[src/rtl/mem_access_sequencer.sv]
`default_nettype none
// ============================================================================
//  Module      : mem_access_sequencer
//  Description : Arbitrates fetch / load / store / swap / exception memory
//                requests and sequences the address mux, write enable,
//                write-data mux and capture strobes for one shared memory.
//  Revision    : 1.0 - initial release
// ============================================================================
module mem_access_sequencer #(
  parameter int RD_WAIT = 1
) (
  input  logic       clk,
  input  logic       reset,
  input  logic       fetch_req,
  input  logic       load_req,
  input  logic       store_req,
  input  logic       ls_direct,
  input  logic       swap_req,
  input  logic       exc_req,
  output logic [2:0] iord_sel,
  output logic       mem_wr,
  output logic [1:0] wdata_sel,
  output logic       ir_load,
  output logic       mdr_load,
  output logic       tmp_a_load,
  output logic       tmp_b_load,
  output logic [2:0] op,
  output logic       busy,
  output logic       done
);

  typedef enum logic [2:0] {
    S_IDLE   = 3'd0,
    S_RD     = 3'd1,
    S_WR     = 3'd2,
    S_SW_RD1 = 3'd3,
    S_SW_RD2 = 3'd4,
    S_SW_WR1 = 3'd5,
    S_SW_WR2 = 3'd6,
    S_DONE   = 3'd7
  } state_t;

  localparam logic [2:0] c_op_none  = 3'b000;
  localparam logic [2:0] c_op_fetch = 3'b001;
  localparam logic [2:0] c_op_load  = 3'b010;
  localparam logic [2:0] c_op_store = 3'b011;
  localparam logic [2:0] c_op_swap  = 3'b100;
  localparam logic [2:0] c_op_exc   = 3'b101;

  localparam logic [2:0] c_ad_pc     = 3'b000;
  localparam logic [2:0] c_ad_exc    = 3'b001;
  localparam logic [2:0] c_ad_aluout = 3'b010;
  localparam logic [2:0] c_ad_alures = 3'b011;
  localparam logic [2:0] c_ad_swap1  = 3'b100;
  localparam logic [2:0] c_ad_swap2  = 3'b101;

  localparam logic [1:0] c_wd_regb  = 2'b00;
  localparam logic [1:0] c_wd_tmp_a = 2'b01;
  localparam logic [1:0] c_wd_tmp_b = 2'b10;

  // Last wait-count value of a read phase; a read phase lasts RD_WAIT+1 cycles.
  localparam logic [2:0] c_rd_last = 3'(RD_WAIT);

  state_t     state_q, state_d;
  logic [2:0] cnt_q, cnt_d;
  logic [2:0] op_q, op_d;
  logic       ls_direct_q, ls_direct_d;

  logic [2:0] iord_sel_q, iord_sel_d;
  logic       mem_wr_q, mem_wr_d;
  logic [1:0] wdata_sel_q, wdata_sel_d;
  logic       ir_load_q, ir_load_d;
  logic       mdr_load_q, mdr_load_d;
  logic       tmp_a_load_q, tmp_a_load_d;
  logic       tmp_b_load_q, tmp_b_load_d;
  logic       busy_q, busy_d;
  logic       done_q, done_d;

  logic       rd_last_d;

  // Next state, wait counter and latched request; arbitration only in IDLE.
  always_comb begin
    state_d     = state_q;
    cnt_d       = cnt_q;
    op_d        = op_q;
    ls_direct_d = ls_direct_q;
    case (state_q)
      S_IDLE: begin
        cnt_d = 3'd0;
        op_d  = c_op_none;
        if (exc_req) begin
          op_d    = c_op_exc;
          state_d = S_RD;
        end else if (swap_req) begin
          op_d    = c_op_swap;
          state_d = S_SW_RD1;
        end else if (store_req) begin
          op_d        = c_op_store;
          ls_direct_d = ls_direct;
          state_d     = S_WR;
        end else if (load_req) begin
          op_d        = c_op_load;
          ls_direct_d = ls_direct;
          state_d     = S_RD;
        end else if (fetch_req) begin
          op_d    = c_op_fetch;
          state_d = S_RD;
        end
      end
      S_RD: begin
        if (cnt_q == c_rd_last) begin
          cnt_d   = 3'd0;
          state_d = S_DONE;
        end else begin
          cnt_d = cnt_q + 3'd1;
        end
      end
      S_SW_RD1: begin
        if (cnt_q == c_rd_last) begin
          cnt_d   = 3'd0;
          state_d = S_SW_RD2;
        end else begin
          cnt_d = cnt_q + 3'd1;
        end
      end
      S_SW_RD2: begin
        if (cnt_q == c_rd_last) begin
          cnt_d   = 3'd0;
          state_d = S_SW_WR1;
        end else begin
          cnt_d = cnt_q + 3'd1;
        end
      end
      S_WR:     state_d = S_DONE;
      S_SW_WR1: state_d = S_SW_WR2;
      S_SW_WR2: state_d = S_DONE;
      S_DONE: begin
        op_d    = c_op_none;
        state_d = S_IDLE;
      end
      default: begin
        cnt_d   = 3'd0;
        op_d    = c_op_none;
        state_d = S_IDLE;
      end
    endcase
  end

  // Output decode from the upcoming state so the outputs can be registered
  // without adding a cycle of latency.
  always_comb begin
    iord_sel_d   = c_ad_pc;
    mem_wr_d     = 1'b0;
    wdata_sel_d  = c_wd_regb;
    ir_load_d    = 1'b0;
    mdr_load_d   = 1'b0;
    tmp_a_load_d = 1'b0;
    tmp_b_load_d = 1'b0;
    busy_d       = (state_d != S_IDLE);
    done_d       = (state_d == S_DONE);
    rd_last_d    = (cnt_d == c_rd_last);
    case (state_d)
      S_RD: begin
        if (op_d == c_op_exc) begin
          iord_sel_d = c_ad_exc;
        end else if (op_d == c_op_load) begin
          iord_sel_d = ls_direct_d ? c_ad_alures : c_ad_aluout;
        end else begin
          iord_sel_d = c_ad_pc;
        end
        if (rd_last_d) begin
          ir_load_d  = (op_d == c_op_fetch);
          mdr_load_d = (op_d != c_op_fetch);
        end
      end
      S_WR: begin
        iord_sel_d  = ls_direct_d ? c_ad_alures : c_ad_aluout;
        mem_wr_d    = 1'b1;
        wdata_sel_d = c_wd_regb;
      end
      S_SW_RD1: begin
        iord_sel_d   = c_ad_swap1;
        tmp_a_load_d = rd_last_d;
      end
      S_SW_RD2: begin
        iord_sel_d   = c_ad_swap2;
        tmp_b_load_d = rd_last_d;
      end
      S_SW_WR1: begin
        iord_sel_d  = c_ad_swap1;
        mem_wr_d    = 1'b1;
        wdata_sel_d = c_wd_tmp_b;
      end
      S_SW_WR2: begin
        iord_sel_d  = c_ad_swap2;
        mem_wr_d    = 1'b1;
        wdata_sel_d = c_wd_tmp_a;
      end
      default: begin
        iord_sel_d = c_ad_pc;
      end
    endcase
  end

  // State and registered outputs; reset aborts any op, including a swap write.
  always_ff @(posedge clk) begin
    if (reset) begin
      state_q      <= S_IDLE;
      cnt_q        <= 3'd0;
      op_q         <= c_op_none;
      ls_direct_q  <= 1'b0;
      iord_sel_q   <= c_ad_pc;
      mem_wr_q     <= 1'b0;
      wdata_sel_q  <= c_wd_regb;
      ir_load_q    <= 1'b0;
      mdr_load_q   <= 1'b0;
      tmp_a_load_q <= 1'b0;
      tmp_b_load_q <= 1'b0;
      busy_q       <= 1'b0;
      done_q       <= 1'b0;
    end else begin
      state_q      <= state_d;
      cnt_q        <= cnt_d;
      op_q         <= op_d;
      ls_direct_q  <= ls_direct_d;
      iord_sel_q   <= iord_sel_d;
      mem_wr_q     <= mem_wr_d;
      wdata_sel_q  <= wdata_sel_d;
      ir_load_q    <= ir_load_d;
      mdr_load_q   <= mdr_load_d;
      tmp_a_load_q <= tmp_a_load_d;
      tmp_b_load_q <= tmp_b_load_d;
      busy_q       <= busy_d;
      done_q       <= done_d;
    end
  end

  assign iord_sel   = iord_sel_q;
  assign mem_wr     = mem_wr_q;
  assign wdata_sel  = wdata_sel_q;
  assign ir_load    = ir_load_q;
  assign mdr_load   = mdr_load_q;
  assign tmp_a_load = tmp_a_load_q;
  assign tmp_b_load = tmp_b_load_q;
  assign op         = op_q;
  assign busy       = busy_q;
  assign done       = done_q;

endmodule
`default_nettype wire

[config.mk]
export PLATFORM = sky130hd
export DESIGN_NAME = mem_access_sequencer
export DESIGN_NICKNAME = d
export VERILOG_FILES = /design/src/rtl/mem_access_sequencer.sv
export SDC_FILE = /design/constraint.sdc
export NUM_CORES = 1
export LEC_CHECK = 0
export CAP_MARGIN = 25
export CELL_PAD_IN_SITES_DETAIL_PLACEMENT = 1
export CELL_PAD_IN_SITES_GLOBAL_PLACEMENT = 2
export CORE_ASPECT_RATIO = 1.4
export CORE_MARGIN = 3
export CORE_UTILIZATION = 25
export DETAILED_ROUTE_END_ITERATION = 12
export GPL_TIMING_DRIVEN = 0
export HOLD_SLACK_MARGIN = 0.05
export PLACE_DENSITY = 0.74
export SLEW_MARGIN = 25
export SYNTH_ARGS = -nofsm -noshare
export SYNTH_HDL_FRONTEND = slang
export SYNTH_SLANG_ARGS = --single-unit
[constraint.sdc]
create_clock -name clk -period 2.12 [get_ports clk]
set_input_delay 0.318 -clock clk [delete_from_list [all_inputs] [get_ports clk]]
set_output_delay 0.318 -clock clk [all_outputs]
set_load 0.01 [all_outputs]
==> results list, run 1 <==
- Dividing the detail-routed wire length by the instance count gives 14.7 um.
- Number of port buffers: 22
- Ordered list of cells on the worst path: buf_4, nor3b_4, o21ai_1, mux2_4, or2_4, or3_1, o32ai_2
- Number of setup violations in the final report: 0
- Endpoint of the lowest-slack register-to-register path: iord_sel[0]
* Area enclosed by the die boundary: 5080 um^2
* Synthesized instance count: 122
* Power, Total: 1.85 mW
- Part of the Yosys area used for sequential elements: 0.414
- Of the cells placed in the final design, the portion with a size suffix greater than 1 is 0.159.
* Ranking of synthesized cells by area: sky130_fd_sc_hd__dfxtp_1 (41%), sky130_fd_sc_hd__nor2_1 (5.6%), sky130_fd_sc_hd__a211oi_1 (4.9%), sky130_fd_sc_hd__nand2b_1 (3.5%), sky130_fd_sc_hd__nor2b_1 (2.4%)
- In this run the critical register-to-register path is launched from cnt_q[0].
- Share of synthesized flip-flops with an asynchronous set or reset: 0
- Number of detailed-route iterations in the first pass: 2
- In this run, synthesis inferred 0 flip-flops with an integrated enable.
* Register-to-Register Path Depth: 7
* Worst hold path endpoint: ls_direct_q
* Count of nets after finishing: 160
* Average instance area after synthesis: 8.72 um^2
* Post-layout instance count excluding filler cells: 194
- Total Routing Usage GR: 0.127
- The cell area that synthesis handed to floorplanning was 1060 um^2.
- Maximum number of pins on one net before global-route repair: 14
* Type of the worst setup path: flop to flop
* Share of the cycle needed by the critical path after routing: 0.950
* Maximum buffer depth of the clock tree: 2
- Cell accounting for the most synthesized area: sky130_fd_sc_hd__dfxtp_1
- The sequential cells in the finished layout cover a total of 440 um^2.
- On the worst path, the slowest cell contributes a delay of 0.35 ns.
- The clock reaches the later pin of the worst-skew pair after 0.26 ns.
- Worst relative slew slack: 0.525
- The flow ran to the end, and the final reports show no timing, DRC or antenna violations.
* Initial antenna violation count: 0
* Beginning of the worst hold path: ls_direct_q
- Across the run, the number of max-cap violations was 0.
- Area growth syn-to-layout: 39.2%
* Worst setup EP type: flop
- In this run the vertical extent of the chip is 83.2 um.
- Along the worst hold path, the cell count comes to 2.
- Number of clock buffers inserted by TritonCTS: 3
- Sum of routed wire length over all layers: 2850 um
- Clock-pin slew was measured on the worst setup and hold paths at 0.08 ns.
- Flop2flop setup slack: 0.11 ns
- Cell count after placement: 187
* Vias after detailed routing: 966
- Fin. Hold Viols: 0
* Power density over the cells: 1250 nW/um^2
- In this run the standard cell core region covers 4020 um^2.
* #FFs+latches synth: 22
- Number of placement rows: 27
- Derived from the worst setup path, the maximum achievable clock frequency is 0.497 GHz.
- 1st-iter DRT viols: 13
- Data on the critical path arrives at its endpoint at 2.19 ns.
- Aggregate negative setup slack: 0 ns
- Average via count per standard cell: 4.98
- Diodes inserted: 0
- The initial utilization of the core area, before any placement, comes to 0.265.
- The HPWL after detailed placement is 2170 um.
* DRC violations left: 0
- Yosys top cell area share: 0.414
- At the pin with the least slew margin, the transition time is 0.709 ns.
- Via count of the first global-routing pass: 1035
* Most used flip-flop cell after synthesis: sky130_fd_sc_hd__dfxtp_1
- VDD IR-drop max: 0.000570 V
* Startpoint type of the worst setup path: flop
* Minimum clock period: 2.01 ns
* Filler cells: 463
- The tree is rooted in a sky130_fd_sc_hd__clkbuf_8.
* Cell with the largest stage delay on the worst path: sky130_fd_sc_hd__mux2_4
- The multi-input combinational cells in the finished layout cover a total of 601 um^2.
- Clock sinks: 22
* Number of pins with negative max-slew slack in the final report: 0
* DRT antenna net count: 0
- Maximum fanout along the worst path: 9
- At the end of routability-driven placement, the weighted congestion stood at 0.767.
- In this run the number of H-tree levels came out at 1.
- The first global-routing pass estimated 5000 um of wire.
- Global routing finished with a remaining overflow of 0.
* Post-synth net total: 130
* Number of hold buffers added after CTS: 0
* Post-synth cell types: 42
* Type of the most critical hold path: flop to flop
- TritonCTS clock tree: built
- Standby leakage power: 0.556 nW
- Leading cell type by number of instances after synthesis: sky130_fd_sc_hd__dfxtp_1
- During synthesis, Yosys emitted a total of 0 warnings.
* Clock skew: 0.00282 ns
* Die boundary width: 61.1 um
- Required time at the endpoint of the critical path: 2.30 ns
- In this run the count of I/O pins placed on the die edge is 23.
* Ranking of synthesized cells by instance count: sky130_fd_sc_hd__dfxtp_1 (22), sky130_fd_sc_hd__nor2_1 (16), sky130_fd_sc_hd__a211oi_1 (7)
-- cell families (layout without fill, tap and decap cells) --
kind of cell / Yosys count / count (layout) / share of synthesized area
adders and majority gates: 1 / 1 / 0.00941
xor gates and xnor gates: 2 / 2 / 0.0165
DFF: 22 / 22 / 0.414
muxes: 3 / 3 / 0.0341
AOI/OAI and AO/OA: 28 / 28 / 0.191
and+or+nand+nor: 53 / 53 / 0.274
buffers and inverters: 13 / 42 / 0.0612
-- state kept, by name, indices dropped and copies added (netlist names) --
signal / cells
ir_load: 1
mem_wr: 1
iord_sel: 3
done: 1
tmp_b_load: 1
op: 3
busy: 1
state_q: 3
cnt_q: 3
wdata_sel: 2
ls_direct_q: 1
mdr_load: 1
tmp_a_load: 1
-- timing repair --
| item | in CTS | in global routing |
|---|---|---|
| setup buffers | 0 | 3 |
| gates resized for setup | 2 | 8 |
| setup endpoints to repair | 5 | 8 |
| pin swaps | 0 | 1 |
-- area by class of cell --
cell class                      count  share of cell area
Buffer                              9              0.0380
Timing Repair Buffer               25               0.164
Sequential cell                    22               0.298
Multi-Input combinational cell     87               0.406
Tap cell                           43              0.0363
Clock buffer                        3              0.0279
Inverter                            4              0.0101
Clock inverter                      1              0.0203
-- report_power, final --
part / internal [mW] / leakage, nW / switching (mW) / total (mW)
clock: 0.252 / 0.0357 / 0.137 / 0.389
sequential: 0.508 / 0.180 / 0.0358 / 0.544
combinational: 0.436 / 0.340 / 0.482 / 0.918
total: 1.20 / 0.556 / 0.655 / 1.85
-- through the flow --
step                      setup slack (ns)  hold slack [ns]   util  instance area [um^2]
after floorplan                      0.301            0.401      -                  1060
after global placement              -0.220            0.616  0.333                  1340
after detailed placement            -0.283            0.623  0.333                  1340
after CTS                           0.0678            0.648  0.352                  1420
after global routing              -0.00432            0.689  0.368                  1480
final                                0.106            0.638  0.368                  1480
-- critical path: cells and delay by family (launching register included) --
| family | cells | cell delay (ns) |
|---|---|---|
| and+or+nand+nor | 3 | 0.88 |
| AOI/OAI and AO/OA | 2 | 0.24 |
| buffers and inverters | 1 | 0.15 |
| DFF | 1 | 0.31 |
| muxes | 1 | 0.35 |
-- worst max-delay path by stage --
stage                     from           to  slack [ns]  cells after the start
finish                cnt_q[0]  iord_sel[0]        0.11                      7
floorplan             cnt_q[2]  iord_sel[0]        0.30                      7
global placement       exc_req  iord_sel[1]       -0.22                      7
detailed placement     exc_req  iord_sel[0]       -0.28                      7
global route          cnt_q[0]  iord_sel[0]      -0.004                      7
CTS                 state_q[0]  iord_sel[0]        0.07                      7
-- cell usage in the layout, fill, tap and decap left out, types with 2 or more instances in the layout --
cell type / count
sky130_fd_sc_hd__nor2b_1: 4
sky130_fd_sc_hd__dfxtp_1: 22
sky130_fd_sc_hd__nand2b_1: 6
sky130_fd_sc_hd__a21oi_1: 3
sky130_fd_sc_hd__o21a_1: 2
sky130_fd_sc_hd__nor3b_1: 2
sky130_fd_sc_hd__xor2_1: 2
sky130_fd_sc_hd__clkbuf_8: 3
sky130_fd_sc_hd__buf_4: 6
sky130_fd_sc_hd__and3_1: 2
sky130_fd_sc_hd__nand2_1: 6
sky130_fd_sc_hd__and2_1: 2
sky130_fd_sc_hd__nor3_1: 5
sky130_fd_sc_hd__clkbuf_4: 2
sky130_fd_sc_hd__o21ai_1: 4
sky130_fd_sc_hd__a211oi_1: 6
sky130_fd_sc_hd__buf_2: 2
sky130_fd_sc_hd__clkdlybuf4s50_1: 22
sky130_fd_sc_hd__or3_1: 3
sky130_fd_sc_hd__nor2_1: 16
sky130_fd_sc_hd__inv_1: 4
-- layer usage --
metal / global-route usage / share of wire
met5: 0 / 0
met4: 0.0473 / 0.012
met3: 0.0218 / 0.020
met2: 0.212 / 0.52
met1: 0.158 / 0.44
Note: power is estimated with default switching activity, not from simulation.
==> run 2: changes to the inputs <==
--- a/config.mk
+++ b/config.mk
@@ -11,10 +11,12 @@
 export CORE_ASPECT_RATIO = 1.4
 export CORE_MARGIN = 3
 export CORE_UTILIZATION = 25
+export CTS_CLUSTER_SIZE = 12
 export DETAILED_ROUTE_END_ITERATION = 12
 export GPL_TIMING_DRIVEN = 0
 export HOLD_SLACK_MARGIN = 0.05
 export PLACE_DENSITY = 0.74
+export REMOVE_ABC_BUFFERS = 1
 export SLEW_MARGIN = 25
 export SYNTH_ARGS = -nofsm -noshare
 export SYNTH_HDL_FRONTEND = slang
==> run 2 against run 1 <==
Effect of this change: combinational power is 20% lower; power is 5.4% lower; die area stayed put; routed wire length is 12% lower; largest cell class unchanged; worst setup slack better by 0.039 ns; critical path depth is 1 lower; clock power hardly changed.
==> results list, run 2 (synthesis results as in run 1) <==
* Net switching power of the design: 0.609 mW (-7.1%)
- The count of routing violations after the opening detailed-route iteration was 23 (+10).
- Number of setup violations in the final report: 0 (unchanged)
* Fraction of power spent switching nets: 0.348 (-0.00615)
* Portion of total power attributed to combinational logic: 0.417 (-0.079)
- The die outline area came to 5080 um^2 (unchanged).
- Number of clock buffers inserted by TritonCTS: 3 (unchanged)
- TritonCTS clock tree: built
- Final GP Congestion: 0.759 (-1.1%)
* Number of port buffers: 22 (unchanged)
* Standby leakage power: 0.497 nW (-11%)
- Commonest non-fill, non-tap cell in the layout: sky130_fd_sc_hd__clkdlybuf4s50_1
* Clock group share of total power: 0.222 (+0.012)
* Half-perimeter wire length of the detailed placement result: 1900 um (-12%)
- The clock-pin slew reported for the worst setup and hold paths after clock tree synthesis came to 0.08 ns (about the same).
- Maximum level of the CTS H-tree: 1 (unchanged)
- Via count of the first global-routing pass: 964 (-6.9%)
- The layout filler cell count was 464 (+0.22%).
- Commonest cells after routing, fill and taps aside: sky130_fd_sc_hd__clkdlybuf4s50_1 (22), sky130_fd_sc_hd__dfxtp_1 (18), sky130_fd_sc_hd__nor2_1 (16), sky130_fd_sc_hd__a211oi_1 (7)
- The number of diodes is 0 (unchanged).
* Power, Total: 1.75 mW (-5.4%)
* Type of the worst setup path: flop to flop
- The remaining global-route overflow came to 0 (unchanged).
- The initial antenna violation count was 0 (unchanged).
- Unrepaired setup endpoints after global routing: false
- The arrival time of data at the critical path endpoint came to 2.14 ns (-0.05 ns).
* Minimum clock period: 1.98 ns (-0.0386 ns)
- The worst hold path belongs to the class flop to flop.
* Worst relative slew slack: 0.619 (+0.0936)
- The worst-margin pin slew is 0.570 ns (-0.139 ns).
- Peak clock frequency supported by timing: 0.506 GHz (+2.0%)
- The height of the die was 83.2 um (unchanged).
* Share of the cycle needed by the critical path after routing: 0.932 (-0.0182)
- The maximum count of clock buffers along a single path came to 2 (unchanged).
* Internal Power: 1.14 mW (-4.5%)
- The power density over the cells came to 1260 nW/um^2 (+0.86%).
- Post-layout instance count excluding filler cells: 182 (-6.2%)
- Number of top-level design ports: 23 (unchanged)
- Number of max-capacitance violations reported: 0 (unchanged)
* Die boundary width: 61.1 um (unchanged)
* Number of pins with negative max-slew slack in the final report: 0 (unchanged)
- Relative to the synthesized area, the layout overhead comes to 30.5%.
* Required time at the endpoint of the critical path: 2.29 ns (about the same)
- The number of core rows was 27 (unchanged).
* DRC violations left: 0 (unchanged)
* Starting density of the core: 0.265 (unchanged)
- Number of hold buffers added after CTS: 0 (unchanged)
* Clock sinks: 22 (unchanged)
- Core Util, Final: 0.345 (-0.0230)
* Average via count per standard cell: 5.06 (+1.6%)
- Root buf cell: sky130_fd_sc_hd__clkbuf_8
* Sum of routed wire length over all layers: 2520 um (-12%)
- The first-pass GRT wire length is 4350 um (-13%).
* Maximum number of pins on one net before global-route repair: 19 (+5)
* Run status: completed
* Clock latency reported for the late side of the worst-skew pair: 0.26 ns (about the same)
- The post-detailed-route count of antenna-violating nets is 0 (unchanged).
- STA classifies the critical path endpoint as a flop.
- Maximum fanout along the worst path: 9 (unchanged)
* Detail-routed net length per standard cell: 13.8 um (-5.7%)
- Cell count after placement: 178 (-4.8%)
- Number of detailed-route iterations in the first pass: 3 (+1)
- STA classifies the critical path startpoint as a flop.
* Count of nets after finishing: 148 (-7.5%)
- The sequential group share of total power is 0.361 (+0.067).
- Clock skew: 0.00291 ns (+0.0000881 ns)
- The number of vias in the routed layout came to 921 (-4.7%).
- VDD IR-drop max: 0.000300 V (-47%)
- The final count of hold timing violations is 0 (unchanged).
* Setup slack after placement: -0.134 ns (+0.149 ns)
* Setup slack after layout: 0.145 ns (+0.0386 ns)
* Share of layout cells above drive strength 1: 0.108 (-0.0510)
* Total Routing Usage GR: 0.108 (-0.0193)
- The total core area came to 4020 um^2 (unchanged).
-- run 2: changes by cell type in the layout (fill, tap and decap cells not counted), sizes merged --
cell,change
clkbuf,-4
buf,-8
-- run 2: routing by layer --
layer / up-vias / global-route usage / wire length [um]
met4: 0 / 0.0493 / 28
met2: 11 / 0.189 / 1310
li1: 466 / - / -
met1: 442 / 0.125 / 1130
met3: 2 / 0.0109 / 52
met5: - / 0 / 0
-- run 2: metrics by stage --
| step | instance area [um^2] | hold slack [ns] | TNS (ns) |
|---|---|---|---|
| 6_report | 1390 | 0.629 | 0 |
| 5_1_grt | 1390 | 0.679 | 0 |
| 4_1_cts | 1360 | 0.642 | 0 |
| 3_5_place_dp | 1290 | 0.626 | -0.582 |
| 2_1_floorplan | 1010 | 0.390 | 0 |
| 3_3_place_gp | 1290 | 0.605 | -0.539 |
-- run 2: critical path, cell delays in order, from the launching register on --
cell	delay [ns]
sky130_fd_sc_hd__dfxtp_1	0.41
sky130_fd_sc_hd__nor3b_4	0.30
sky130_fd_sc_hd__o21ai_1	0.11
sky130_fd_sc_hd__mux2_4	0.36
sky130_fd_sc_hd__or2_4	0.26
sky130_fd_sc_hd__or3_1	0.31
sky130_fd_sc_hd__o32ai_1	0.12
-- run 2: layout make-up --
class | instances | area (um^2) | area share
multi-input cells | 87 | 582 | 0.419
flip-flops and latches | 22 | 445 | 0.321
repair buffers | 22 | 220 | 0.159
well taps | 43 | 53.8 | 0.0388
clock buffers | 3 | 41.3 | 0.0298
clock inverters | 1 | 30.0 | 0.0216
inverters | 4 | 15.0 | 0.0108
-- run 2: power groups by stage --
stage	registers (mW)	clock network, mW	logic, mW
floorplan	0.638	0	0.428
global placement	0.631	0	0.703
detailed placement	0.634	0	0.710
CTS	0.628	0.400	0.714
global route	0.655	0.418	0.812
finish	0.632	0.388	0.731
-- run 2: timing repair --
| item | in CTS | in global routing |
|---|---|---|
| endpoints found under the setup margin | 5 | 6 |
| cloned | 0 | 0 |
| resized for setup | 2 | 5 |
| buffers inserted | 0 | 0 |
-- run 2: worst paths after layout --
path                from     endpoint  slack, ns  cells after the start
max             cnt_q[1]  iord_sel[0]       0.14                      6
min          ls_direct_q  ls_direct_q       0.63                      2
max reg2reg     cnt_q[1]  iord_sel[0]       0.14                      6
min reg2reg  ls_direct_q  ls_direct_q       0.63                      2
